===== src/rtl/hilo_seq.sv =====
// hilo_seq -- HI/LO multiply/divide sequencer.
//
// Runs 32-cycle shift-add multiplies and restoring divides on operand
// magnitudes, applies a one-cycle sign fix-up, then writes the architectural
// HI/LO registers. MTHI/MTLO write HI/LO directly from IDLE.
//
// Optional feature macro: HILO_DIVZERO_FLAG_EN
//   defined   -> DIV by zero skips RUN, leaves HI/LO untouched, pulses div_zero
//   undefined -> DIV by zero runs normally and yields the natural restoring result
//
// Ports:
//   clk       in   rising-edge clock
//   rst_n     in   asynchronous active-low reset
//   start     in   request strobe (accepted only in IDLE)
//   op        in   00 MULT, 01 DIV, 10 MTHI, 11 MTLO
//   sign      in   1 = signed operands (MULT/DIV)
//   A, B      in   32-bit operands
//   busy      out  MULT/DIV in progress
//   done      out  one-cycle completion pulse
//   outHI     out  HI register
//   outLO     out  LO register
//   div_zero  out  divide-by-zero pulse (only with HILO_DIVZERO_FLAG_EN)
//
// state | meaning
// IDLE  | waiting for start; MTHI/MTLO complete here
// RUN   | 32 iterations, one quotient/product bit per cycle
// FIX   | sign correction and HI/LO write
module hilo_seq (
    input  logic        clk,
    input  logic        rst_n,
    input  logic        start,
    input  logic [1:0]  op,
    input  logic        sign,
    input  logic [31:0] A,
    input  logic [31:0] B,
    output logic        busy,
    output logic        done,
    output logic [31:0] outHI,
    output logic [31:0] outLO
`ifdef HILO_DIVZERO_FLAG_EN
    ,
    output logic        div_zero
`endif
);

    typedef enum logic [1:0] {S_IDLE, S_RUN, S_FIX} state_t;

    localparam logic [1:0] OP_DIV  = 2'b01;
    localparam logic [1:0] OP_MTHI = 2'b10;
    localparam logic [1:0] OP_MTLO = 2'b11;

    state_t      state_q, state_d;
    logic [4:0]  cnt_q, cnt_d;
    logic        is_div_q, is_div_d;
    logic        neg_res_q, neg_res_d;   // product / quotient negate
    logic        neg_rem_q, neg_rem_d;   // remainder takes dividend sign
    logic [31:0] acc_hi_q, acc_hi_d;
    logic [31:0] acc_lo_q, acc_lo_d;
    logic [31:0] bmag_q, bmag_d;
    logic [31:0] hi_q, hi_d;
    logic [31:0] lo_q, lo_d;
    logic        done_q, done_d;
`ifdef HILO_DIVZERO_FLAG_EN
    logic        dz_pend_q, dz_pend_d;
    logic        dz_q, dz_d;
`endif

    logic [32:0] mul_sum;
    logic [32:0] div_trial;
    logic        div_ge;
    logic [31:0] div_diff;
    logic [63:0] prod_raw;

    // Unsigned magnitude; 0x80000000 maps to itself, which is the correct
    // 2^31 magnitude when read as unsigned.
    function automatic logic [31:0] mag(input logic [31:0] v, input logic s);
        return (s && v[31]) ? (~v + 32'd1) : v;
    endfunction

    always_comb begin
        // Shift-add: acc_lo holds the multiplier, shifted out LSB first.
        mul_sum   = {1'b0, acc_hi_q} + (acc_lo_q[0] ? {1'b0, bmag_q} : 33'd0);
        // Restoring divide: acc_hi is the partial remainder, acc_lo the
        // dividend shifting out MSB first while quotient bits shift in.
        div_trial = {acc_hi_q, acc_lo_q[31]};
        div_ge    = (div_trial >= {1'b0, bmag_q});
        // When div_ge holds, trial - divisor < divisor, so 32 bits suffice.
        div_diff  = div_trial[31:0] - bmag_q;
        prod_raw  = {acc_hi_q, acc_lo_q};
    end

    always_comb begin
        state_d   = state_q;
        cnt_d     = cnt_q;
        is_div_d  = is_div_q;
        neg_res_d = neg_res_q;
        neg_rem_d = neg_rem_q;
        acc_hi_d  = acc_hi_q;
        acc_lo_d  = acc_lo_q;
        bmag_d    = bmag_q;
        hi_d      = hi_q;
        lo_d      = lo_q;
        done_d    = 1'b0;
`ifdef HILO_DIVZERO_FLAG_EN
        dz_pend_d = dz_pend_q;
        dz_d      = 1'b0;
`endif
        case (state_q)
            S_IDLE: begin
                if (start) begin
                    if (op == OP_MTHI) begin
                        hi_d   = A;
                        done_d = 1'b1;
                    end else if (op == OP_MTLO) begin
                        lo_d   = A;
                        done_d = 1'b1;
                    end else begin
                        is_div_d  = (op == OP_DIV);
                        neg_res_d = sign & (A[31] ^ B[31]);
                        neg_rem_d = sign & A[31];
                        acc_hi_d  = 32'd0;
                        acc_lo_d  = mag(A, sign);
                        bmag_d    = mag(B, sign);
                        cnt_d     = 5'd31;
                        state_d   = S_RUN;
`ifdef HILO_DIVZERO_FLAG_EN
                        if (op == OP_DIV && B == 32'd0) begin
                            dz_pend_d = 1'b1;
                            state_d   = S_FIX;
                        end
`endif
                    end
                end
            end
            S_RUN: begin
                if (is_div_q) begin
                    acc_hi_d = div_ge ? div_diff : div_trial[31:0];
                    acc_lo_d = {acc_lo_q[30:0], div_ge};
                end else begin
                    {acc_hi_d, acc_lo_d} = {mul_sum, acc_lo_q[31:1]};
                end
                if (cnt_q == 5'd0) state_d = S_FIX;
                else               cnt_d   = cnt_q - 5'd1;
            end
            S_FIX: begin
                state_d = S_IDLE;
                done_d  = 1'b1;
`ifdef HILO_DIVZERO_FLAG_EN
                dz_d      = dz_pend_q;
                dz_pend_d = 1'b0;
                if (!dz_pend_q) begin
`else
                begin
`endif
                    if (is_div_q) begin
                        lo_d = neg_res_q ? -acc_lo_q : acc_lo_q;
                        hi_d = neg_rem_q ? -acc_hi_q : acc_hi_q;
                    end else begin
                        {hi_d, lo_d} = neg_res_q ? -prod_raw : prod_raw;
                    end
                end
            end
            default: state_d = S_IDLE;
        endcase
    end

    always_ff @(posedge clk or negedge rst_n) begin
        if (!rst_n) begin
            state_q   <= S_IDLE;
            cnt_q     <= 5'd0;
            is_div_q  <= 1'b0;
            neg_res_q <= 1'b0;
            neg_rem_q <= 1'b0;
            acc_hi_q  <= 32'd0;
            acc_lo_q  <= 32'd0;
            bmag_q    <= 32'd0;
            hi_q      <= 32'd0;
            lo_q      <= 32'd0;
            done_q    <= 1'b0;
`ifdef HILO_DIVZERO_FLAG_EN
            dz_pend_q <= 1'b0;
            dz_q      <= 1'b0;
`endif
        end else begin
            state_q   <= state_d;
            cnt_q     <= cnt_d;
            is_div_q  <= is_div_d;
            neg_res_q <= neg_res_d;
            neg_rem_q <= neg_rem_d;
            acc_hi_q  <= acc_hi_d;
            acc_lo_q  <= acc_lo_d;
            bmag_q    <= bmag_d;
            hi_q      <= hi_d;
            lo_q      <= lo_d;
            done_q    <= done_d;
`ifdef HILO_DIVZERO_FLAG_EN
            dz_pend_q <= dz_pend_d;
            dz_q      <= dz_d;
`endif
        end
    end

    assign busy  = (state_q != S_IDLE);
    assign done  = done_q;
    assign outHI = hi_q;
    assign outLO = lo_q;
`ifdef HILO_DIVZERO_FLAG_EN
    assign div_zero = dz_q;
`endif

endmodule

===== config.mk =====
export PLATFORM = sky130hd
export DESIGN_NAME = hilo_seq
export DESIGN_NICKNAME = d
export VERILOG_FILES = /design/src/rtl/hilo_seq.sv
export SDC_FILE = /design/constraint.sdc
export NUM_CORES = 1
export LEC_CHECK = 0
export ABC_AREA = 1
export CAP_MARGIN = 30
export CELL_PAD_IN_SITES_DETAIL_PLACEMENT = 2
export CELL_PAD_IN_SITES_GLOBAL_PLACEMENT = 2
export CORE_ASPECT_RATIO = 0.7
export CORE_MARGIN = 1
export CORE_UTILIZATION = 32
export DETAILED_ROUTE_END_ITERATION = 10
export GPL_ROUTABILITY_DRIVEN = 1
export MAX_ROUTING_LAYER = met4
export PLACE_DENSITY_LB_ADDON = 0.15
export SYNTH_ARGS = -nofsm -noshare
export SYNTH_HDL_FRONTEND = slang
export SYNTH_SLANG_ARGS = --single-unit

===== constraint.sdc =====
create_clock -name clk -period 2.95 [get_ports clk]
set_input_delay 0.295 -clock clk [delete_from_list [all_inputs] [get_ports clk]]
set_output_delay 0.295 -clock clk [all_outputs]
set_load 0.05 [all_outputs]

# After elaboration in Yosys (flattened, before gate mapping)
# Cells that the tools add are included.
[totals] regBits=171 input_bits=70 output_inout_bits=66
[op_classes] addsub=8 order_cmp=1 n_eq_ne=12 mux=40 n_bitwise=7 n_reduce_logical=13
[ops] operator="2-to-1 mux 32 bit" n=21
[ops] operator="one-hot mux 32 bit (2 select lines)" n=4
[ops] operator="adder 32 x 1 -> 32 bit (second input constant)" n=2
[ops] operator="2-to-1 mux 64 bit" n=1
[ops] operator="negator 32 bit" n=2
[ops] operator="negator 64 bit" n=1
[ops] operator="inverter 32 bit" n=2
[ops] operator="adder 32 x 32 -> 33 bit" n=1
[ops] operator="greater-or-equal comparator 33 x 32 -> 1 bit" n=1
[ops] operator="subtractor 32 bit" n=1
[ops] operator="2-to-1 mux 5 bit" n=4
[ops] operator="AND reduction 4 bit" n=4
[ops] operator="!= test 2 bit (second input constant)" n=7
[ops] operator="one-hot mux 5 bit (2 select lines)" n=1
[ops] operator="2-to-1 mux 2 bit" n=4
[ops] operator="equality test 2 bit (second input constant)" n=3
[ops] operator="nonzero test 2 bit" n=3
[ops] operator="logical NOT 5 bit" n=1
[ops] operator="AND reduction 5 bit" n=1
[ops] operator="subtractor 5 x 1 -> 5 bit (second input constant)" n=1
[ops] operator="equality test 2 x 1 -> 1 bit (second input constant)" n=2
[ops] operator="one-hot mux 2 bit (2 select lines)" n=1
[ops] operator="2-to-1 mux 1 bit" n=3
[ops] operator="AND reduction 3 bit" n=1
[ops] operator="other kinds (6)" n=9

# Longest topological paths before layout
# Gate-level depths: netlist of run 1.
[depth] ltp_word=7 mapped_depth=19

# Worst setup path before layout of run 1
# Ideal clock, no wire load.
[synth_timing] path_kind="reg2reg" start="register acc_lo_q[0]" end="register acc_hi_q[27]" arrival_time_ps=2511 path_slack_ps=322 path_stages_with_launch=18 path_buffers=2 synth_period_minus_slack_ps=2628 cell_sequence="dfrtp_1 buf_2 clkbuf_1 nand2_1 inv_1 ha_1 inv_1 fa_1 o21ai_0 nand2_1 nand2_1 nand2_1 nand2_1 nand2_1 nand3_1 nand3_1 nand3_1 nand2_1"
[synth_between] elab_chain_len=4
[synth_lines] element="start, declared" line_no="58" source="logic [31:0] acc_lo_q, acc_lo_d;"
[synth_lines] element="start signal, assigned" line_no="191" source="acc_lo_q <= acc_lo_d;"
[synth_lines] element="2-to-1 mux 32 bit" line_no="82" source="mul_sum = {1'b0, acc_hi_q} + (acc_lo_q[0] ? {1'b0, bmag_q} : 33'd0);"
[synth_lines] element="adder 32 x 32 -> 33 bit" line_no="82"
[synth_lines] element="2-to-1 mux 32 bit" line_no="136" source="if (is_div_q) begin"
[synth_lines] element="one-hot mux 32 bit (2 select lines)" line_no="108" source="case (state_q)"
[synth_lines] element="end signal, assigned" line_no="190" source="acc_hi_q <= acc_hi_d;"
[synth_lines] element="end, declared" line_no="57" source="logic [31:0] acc_hi_q, acc_hi_d;"
# No other way between the ends.
# A chain may end at the register's enable or synchronous reset.

# Worst setup path in the final report of run 1
[layout_timing] start="register bmag_q[0]" end="register acc_hi_q[10]"
[layout_between] elab_chain_len=4
[layout_lines] element="start, declared" line_no="59" source="logic [31:0] bmag_q, bmag_d;"
[layout_lines] element="start signal, assigned" line_no="192" source="bmag_q <= bmag_d;"
[layout_lines] element="2-to-1 mux 32 bit (tied with other cells)" line_no="82"
[layout_lines] element="adder 32 x 32 -> 33 bit / 2-to-1 mux 32 bit (equally long branches)" line_no="82, 137"
[layout_lines] element="2-to-1 mux 32 bit (*)" line_no="136"
[layout_lines] element="one-hot mux 32 bit (2 select lines) (*)" line_no="108"
# Mark *: on every way between the ends. The rest lies on a longest branch, timed or not.

==> metrics.md, run 1 <==
| Metric | Value |
|---|---|
| Status | `finished, final reports clean` |
| Worst min path class | `in -> async` |
| Total leakage power | `10.5 nW` |
| Sw frac | `between 60 and 70%` |
| Final setup viols | `0` |
| Pin count of the biggest net entering global routing | `89` |
| Layout cells sized above 1 | `8.34%` |
| Worst hold margin | `0.362 ns` |
| Syn_nets | `3,135` |
| Final #Nets | `between 3,000 and 4,000` |
| EDFF count, synth | `0` |
| Post-Syn Instances | `2,993` |
| Synth Warn # | `0` |
| P_sw | `between 15 and 20 mW` |
| Post-DRT Antenna Nets | `0` |
| Area grow syn2layout | `21.3%` |
| Commonest non-fill, non-tap cell in the layout | `nand2_1` |
| Clk slew on worst S/H paths | `roughly 0.08 ns` |
| Via count | `around 22,000` |
| DRC Markers | `0` |
| Reg power frac | `17.7%` |
| Routed WL per cell | `26.2 microns` |
| Pwr Density | `1430 nW/um^2` |
| Reg2Reg Depth | `15` |
| Most frequent cells in the layout | `nand2_1, inv_1, nor2_1, nand3_1, o21ai_0` |
| Global routing's busiest layer | `met1` |
| H-Tree Depth | `4` |
| Max_cap viols | `0` |
| Vias per std cell | `roughly 5.7` |
| Worst clock skew | `0.0196 ns` |
| CP Launch Type | `flop` |
| Worst vdd ir | `around 0.00060 V` |
| Worst Tran Pin Value | `1.05 ns` |
| Critical path data arrival time | `about 3.3 ns` |
| GRT Resource Usage Total | `38.1%` |
| R2r startpoint | `bmag_q[0]$_DFFE_PN0P_` |
| RSZ-0062 raised after global routing | `true` |
| Global-route wire length before repair | `149 mm` |
| Synthesized cell area | `17,300 sq um` |
| Design area | `20,900 sq um` |
| CTS Buf Count | `17` |
| Max-Slew Margin vs Limit | `30.0%` |
| Die Y | `~200 microns` |
| Async SR Flop Fraction | `between 90% and 100%` |
| Met2 Use GR | `48.6%` |
| R2R Path End | `acc_hi_q[10]$_DFFE_PN0P_` |
| CP max FO | `4` |
| Sequential area share after synthesis | `24.8%` |
| Worst EP required | `3.31 ns` |
| Main synth FF type | `dfrtp_1` |
| Final hold violation count | `0` |
| Reg2Reg Setup Slack | `between 0.03 and 0.04 ns` |
| Slew Viols, Final | `0` |
| TritonCTS clock tree | `done` |
| Clock Latency Late Sink | `0.49 ns` |
| Combinational share of power | `74.2%` |
| Chip width | `280 microns` |
| Clock sink total | `171` |
| Met3 Usage GRT | `between 10% and 20%` |
| Initial antenna violation count | `3` |
| Final period utilization | `98.7%` |
| Initial Util | `32.7%` |
| Synthesis-stage register bit count | `roughly 170` |
| Area of placed instances | `20,300 sq um` |
| WL final | `103 mm` |
| Clock Path Buffers | `2` |
| Mapped Avg Cell Area | `5.77 sq um` |
| Die footprint | `approximately 55,000 sq um` |
| Setup CP Type | `reg -> reg` |
| Root Driver | `clkbuf_16` |
| Top-level I/O count | `136` |
| Grt total ovfl | `0` |
| CP Capture Type | `flop` |
| Max Freq | `343 MHz` |
| Netlist cell types | `around 50` |
| Grt met1 use | `59.1%` |
| Rows | `70` |
| Vias in the first global route | `22,300` |
| First-pass iteration count of the detailed router | `5` |
| Core area | `52,700 sq um` |
| GP Congestion | `about 1.0` |
| Total negative setup slack | `0 ns` |
| Dpl hpwl | `84.4 mm` |
| Minimum clock period | `slightly below 3 ns` |
| Power share of the clock group | `8.1%` |
| Cell internal pwr | `11.3 mW` |
| I/O Buffers | `between 100 and 150` |
| Initial DRC count | `about 2,100` |
==> power groups by stage <==
| stage | sequential, mW | clock, mW | combinational [mW] |
|---|---|---|---|
| floorplan | 5.89 | 0 | 11.3 |
| global placement | 5.09 | 0 | 20.3 |
| detailed placement | 5.17 | 0 | 21.2 |
| CTS | 5.14 | 2.42 | 21.4 |
| global route | 5.32 | 2.49 | 23.6 |
| finish | 5.29 | 2.42 | 22.2 |
==> through the flow <==
stage | worst slack, ns | total power, mW | util (%) | std cells
after detailed placement | -0.531 | 26.4 | 38.4 | 3897
after CTS | 0.0159 | 29.0 | 39.5 | 3930
after global placement | -0.370 | 25.4 | 38.4 | 3897
after floorplan | 0.322 | 17.1 | - | 2993
after global routing | -0.0263 | 31.4 | 39.7 | 3933
final | 0.0379 | 29.9 | 39.7 | 3933
==> cells in the mapped netlist (all sizes together) (13+ instances only) <==
| master | count | area share [%] |
|---|---|---|
| nand4 | 40 | 1.4 |
| nand3 | 327 | 9.5 |
| nor3 | 28 | 0.99 |
| nand2 | 894 | 20 |
| buf | 37 | 1.1 |
| inv | 430 | 9.4 |
| xor2 | 18 | 0.91 |
| clkbuf | 53 | 1.2 |
| nor2 | 408 | 9.3 |
| o21ai | 204 | 6.0 |
| dfrtp | 171 | 25 |
| a22oi | 15 | 0.65 |
| a31oi | 40 | 1.4 |
| nand3b | 15 | 0.65 |
| ha | 70 | 5.1 |
| a21oi | 178 | 5.2 |
| or2 | 13 | 0.47 |
==> timing repair <==
item | CTS | global route
buffers inserted | 0 | 2
endpoints found under the hold margin | 54 | 0
gates resized for setup | 2 | 25
hold buffers | 1 | 0
endpoints found under the setup margin | 2 | 36
==> routing by layer <==
layer,routed length (microns),vias up
li1,-,10000
met1,51800,11400
met2,39100,902
met3,11300,57
met4,879,0
met5,0,-
==> state kept, by name, indices dropped and copies added, names as in the netlist <==
name,cells
neg_res_q,1
state_q,2
done,1
cnt_q,5
bmag_q,32
neg_rem_q,1
outHI,32
outLO,32
is_div_q,1
acc_lo_q,32
acc_hi_q,32
==> final cells by class <==
type / instances / area (sq um)
clock buffers: 19 / 443
fillers: 6742 / 31800
repair buffers: 277 / 2500
diodes: 1 / 2.50
inverters: 433 / 1630
multi-input cells: 2299 / 11000
flip-flops and latches: 171 / 4300
clock inverters: 13 / 124
well taps: 720 / 901
==> cell families after synthesis <==
family / after synthesis / share of synthesized area [%]
AOI/OAI and AO/OA: 465 / 14.5
xor gates and xnor gates: 29 / 1.47
adders and majority gates: 72 / 5.31
buffers and inverters: 523 / 11.7
DFF: 171 / 24.8
and+or+nand+nor: 1733 / 42.3
==> worst max-delay path, stage by stage (launching register included) <==
cell and delay, ns:
dfrtp_1 0.48, buf_4 0.17, ha_1 0.13, inv_1 0.08, fa_1 0.45, nand3_1 0.11, nand3_1 0.20, nand2_1 0.12
nand2_1 0.11, nand2_1 0.09, nand2_1 0.10, inv_1 0.10, or2_2 0.11, nand4_1 0.28, nand3_1 0.19, o21ai_1 0.08
==> worst max path at each step <==
stage / startpoint / end / slack (ns)
2_1_floorplan: acc_lo_q[0]$_DFFE_PN0P_ / acc_hi_q[27]$_DFFE_PN0P_ / 0.32
3_3_place_gp: A[0] / acc_lo_q[30]$_DFFE_PN0P_ / -0.37
3_5_place_dp: A[0] / acc_lo_q[30]$_DFFE_PN0P_ / -0.53
4_1_cts: acc_hi_q[1]$_DFFE_PN0P_ / acc_hi_q[28]$_DFFE_PN0P_ / 0.02
5_1_grt: acc_hi_q[1]$_DFFE_PN0P_ / acc_hi_q[7]$_DFFE_PN0P_ / -0.03
6_report: bmag_q[0]$_DFFE_PN0P_ / acc_hi_q[10]$_DFFE_PN0P_ / 0.04
Note: power is estimated with default switching activity, not from simulation.
==> inputs of run 2 (changes only) <==
- CTS_BUF_LIST: default -> sky130_fd_sc_hd__clkbuf_8
==> run 2 against run 1 <==
Compared with the run above:
- die area unchanged
- critical path depth decreased by 5
- clock skew increased by 0.0090 ns
- power decreased by 2.0%
- clock power decreased by 24%
- fmax decreased by 1.3%
- first-iteration DRC count decreased by 7.5%
- wire length decreased by 0.54%
- cell count increased by 0.23%
- register-to-register slack got worse by 0.04 ns
- worst setup slack got worse by 0.037 ns
- critical endpoint is now outHI[26]$_DFFE_PN0P_
- largest power group unchanged
- highest routed layer unchanged
==> metrics.md, run 2 (same netlist as run 1, synthesis figures left out) <==
| Metric | Value |
|---|---|
| Final setup viols | `0 (unchanged)` |
| Clock Path Buffers | `2 (unchanged)` |
| GRT Resource Usage Total | `38.0% (-0.15 points)` |
| Final hold violation count | `0 (unchanged)` |
| Max Freq | `339 MHz (-1.3%)` |
| Die footprint | `54,900 sq um (unchanged)` |
| Final Total Pwr | `29.3 mW (-2.0%)` |
| Max_cap viols | `0 (unchanged)` |
| Initial DRC count | `1,943 (-7.5%)` |
| Dpl hpwl | `84.4 mm (unchanged)` |
| R2r startpoint | `acc_hi_q[1]$_DFFE_PN0P_` |
| Most frequent cells in the layout | `nand2_1, inv_1, nor2_1, nand3_1, o21ai_0` |
| Fillers | `6,751 (+0.13%)` |
| Via count | `22,300 (-0.54%)` |
| Max-Slew Margin vs Limit | `30.9% (+0.83 points)` |
| Critical path data arrival time | `3.42 ns (+0.15 ns)` |
| First-pass iteration count of the detailed router | `5 (unchanged)` |
| DRC Markers | `0 (unchanged)` |
| Root Driver | `clkbuf_8` |
| Worst clock skew | `0.0285 ns (+0.00895 ns)` |
| Reg2Reg Setup Slack | `0.0006 ns (-0.04 ns)` |
| Pin count of the biggest net entering global routing | `89 (unchanged)` |
| Worst Tran Pin Value | `1.04 ns (-0.0125 ns)` |
| Grt total ovfl | `0 (unchanged)` |
| Register Area | `4300 sq um (about the same)` |
| TritonCTS clock tree | `done` |
| Status | `finished, final reports clean` |
| Layout cells sized above 1 | `8.51% (+0.17 points)` |
| Routed WL per cell | `26.0 microns (-0.77%)` |
| Area grow syn2layout | `20.4%` |
| Total leakage power | `10.4 nW (-0.40%)` |
| Vias in the first global route | `22,200 (-0.51%)` |
| Area of placed instances | `20,300 sq um (unchanged)` |
| H-Tree Depth | `4 (unchanged)` |
| Worst vdd ir | `0.000624 V (+3.8%)` |
| Worst min path class | `in -> async` |
| Vias per std cell | `5.66 (-0.77%)` |
| Initial antenna violation count | `4 (+1)` |
| Clock sink total | `171 (unchanged)` |
| CTS Buf Count | `17 (unchanged)` |
| Core area | `52,700 sq um (unchanged)` |
| GP Congestion | `1.03 (unchanged)` |
| Initial Util | `32.7% (unchanged)` |
| Rows | `70 (unchanged)` |
| Die Y | `196 microns (unchanged)` |
| CP Capture Type | `flop` |
| R2R Path End | `outHI[26]$_DFFE_PN0P_` |
| Slew Viols, Final | `0 (unchanged)` |
| Commonest non-fill, non-tap cell in the layout | `nand2_1` |
| I/O Buffers | `135 (unchanged)` |
| Chip width | `280 microns (unchanged)` |
| Clock Latency Late Sink | `0.56 ns (+0.07 ns)` |
| Top-level I/O count | `136 (unchanged)` |
| Post-DRT Antenna Nets | `0 (unchanged)` |
| Final #Nets | `3,349 (+0.24%)` |
| Minimum clock period | `2.95 ns (+0.0373 ns)` |
| Setup CP Type | `reg -> reg` |
| Pwr Density | `1410 nW/um^2 (-1.3%)` |
| Worst EP required | `3.42 ns (+0.11 ns)` |
| CP max FO | `5 (+1)` |
| Global-route wire length before repair | `148 mm (-0.43%)` |
| CP Launch Type | `flop` |
| Reg2Reg Depth | `10 (-5)` |
| Clk slew on worst S/H paths | `0.12 ns (+0.04 ns)` |
| Area of the multi-input gates | `11,000 sq um (-0.16%)` |
| WL final | `102 mm (-0.54%)` |
| Design area | `20,800 sq um (-0.70%)` |
| Final period utilization | `100% (+1.3 points)` |
run 2: cell count changes in the layout (fill, tap and decap cells not counted), sizes merged:
| cell | previous run | this run |
|---|---|---|
| buf | 141 | 149 |
| clkbuf | 20 | 19 |
| clkinvlp | 2 | 1 |
| diode | 1 | 2 |
| inv | 439 | 441 |
run 2: area by class of cell:
cell class,count,share of cell area [%]
inverter,433,7.82
timing repair buffer,285,12.3
tap,720,4.33
antenna,2,0.0241
multi-input combinational,2299,53.0
clock buffer,18,1.19
sequential,171,20.7
clock inverter,14,0.614
run 2: metrics by stage:
step	setup WS (ns)	utilization, %	hold WS, ns	setup TNS [ns]	cells
final	0.000597	39.4	0.287	0	3942
after global routing	-0.00479	39.4	0.299	-0.00479	3942
after CTS	0.00259	39.2	0.280	0	3930
after detailed placement	-0.531	38.4	0.328	-2.49	3897
after global placement	-0.370	38.4	0.322	-1.78	3897
after floorplan	0.322	-	-0.000591	0	2993
run 2: power breakdown:
part	switching [mW]	internal (mW)
sequential	1.70	3.50
combinational	15.6	6.67
clock	1.19	0.645
run 2: critical path, cell delays in order (launching register included):
cell	delay, ns
dfrtp_2	0.46
inv_1	0.31
ha_1	0.30
nand2_1	0.11
nor2_2	0.21
nand2_1	0.28
a21oi_2	0.25
nand3_1	0.23
nand3_1	0.16
nand3_1	0.27
a21oi_1	0.26
run 2: routing by layer:
| metal | global-route usage [%] | part of all wire (%) | vias to the layer above |
|---|---|---|---|
| li1 | - | - | 10000 |
| met1 | 59.0 | 51 | 11300 |
| met2 | 48.3 | 38 | 875 |
| met3 | 10.1 | 11 | 45 |
| met4 | 4.96 | 0.75 | 0 |
| met5 | - | 0 | - |
run 2: worst max path at each step:
stage	from	to	slack, ns	cells past startpoint
2_1_floorplan	acc_lo_q[0]$_DFFE_PN0P_	acc_hi_q[27]$_DFFE_PN0P_	0.32	17
3_3_place_gp	A[0]	acc_lo_q[30]$_DFFE_PN0P_	-0.37	12
3_5_place_dp	A[0]	acc_lo_q[30]$_DFFE_PN0P_	-0.53	12
4_1_cts	acc_hi_q[1]$_DFFE_PN0P_	outHI[26]$_DFFE_PN0P_	0.003	10
5_1_grt	acc_hi_q[0]$_DFFE_PN0P_	acc_hi_q[7]$_DFFE_PN0P_	-0.005	17
6_report	acc_hi_q[1]$_DFFE_PN0P_	outHI[26]$_DFFE_PN0P_	0.0006	10
run 2: repair_timing:
item / CTS / global route
hold buffers: 1 / 0
hold endpoints to repair: 54 / 0
endpoints found under the setup margin: 2 / 40
setup buffers: 0 / 10
resized for setup: 1 / 23
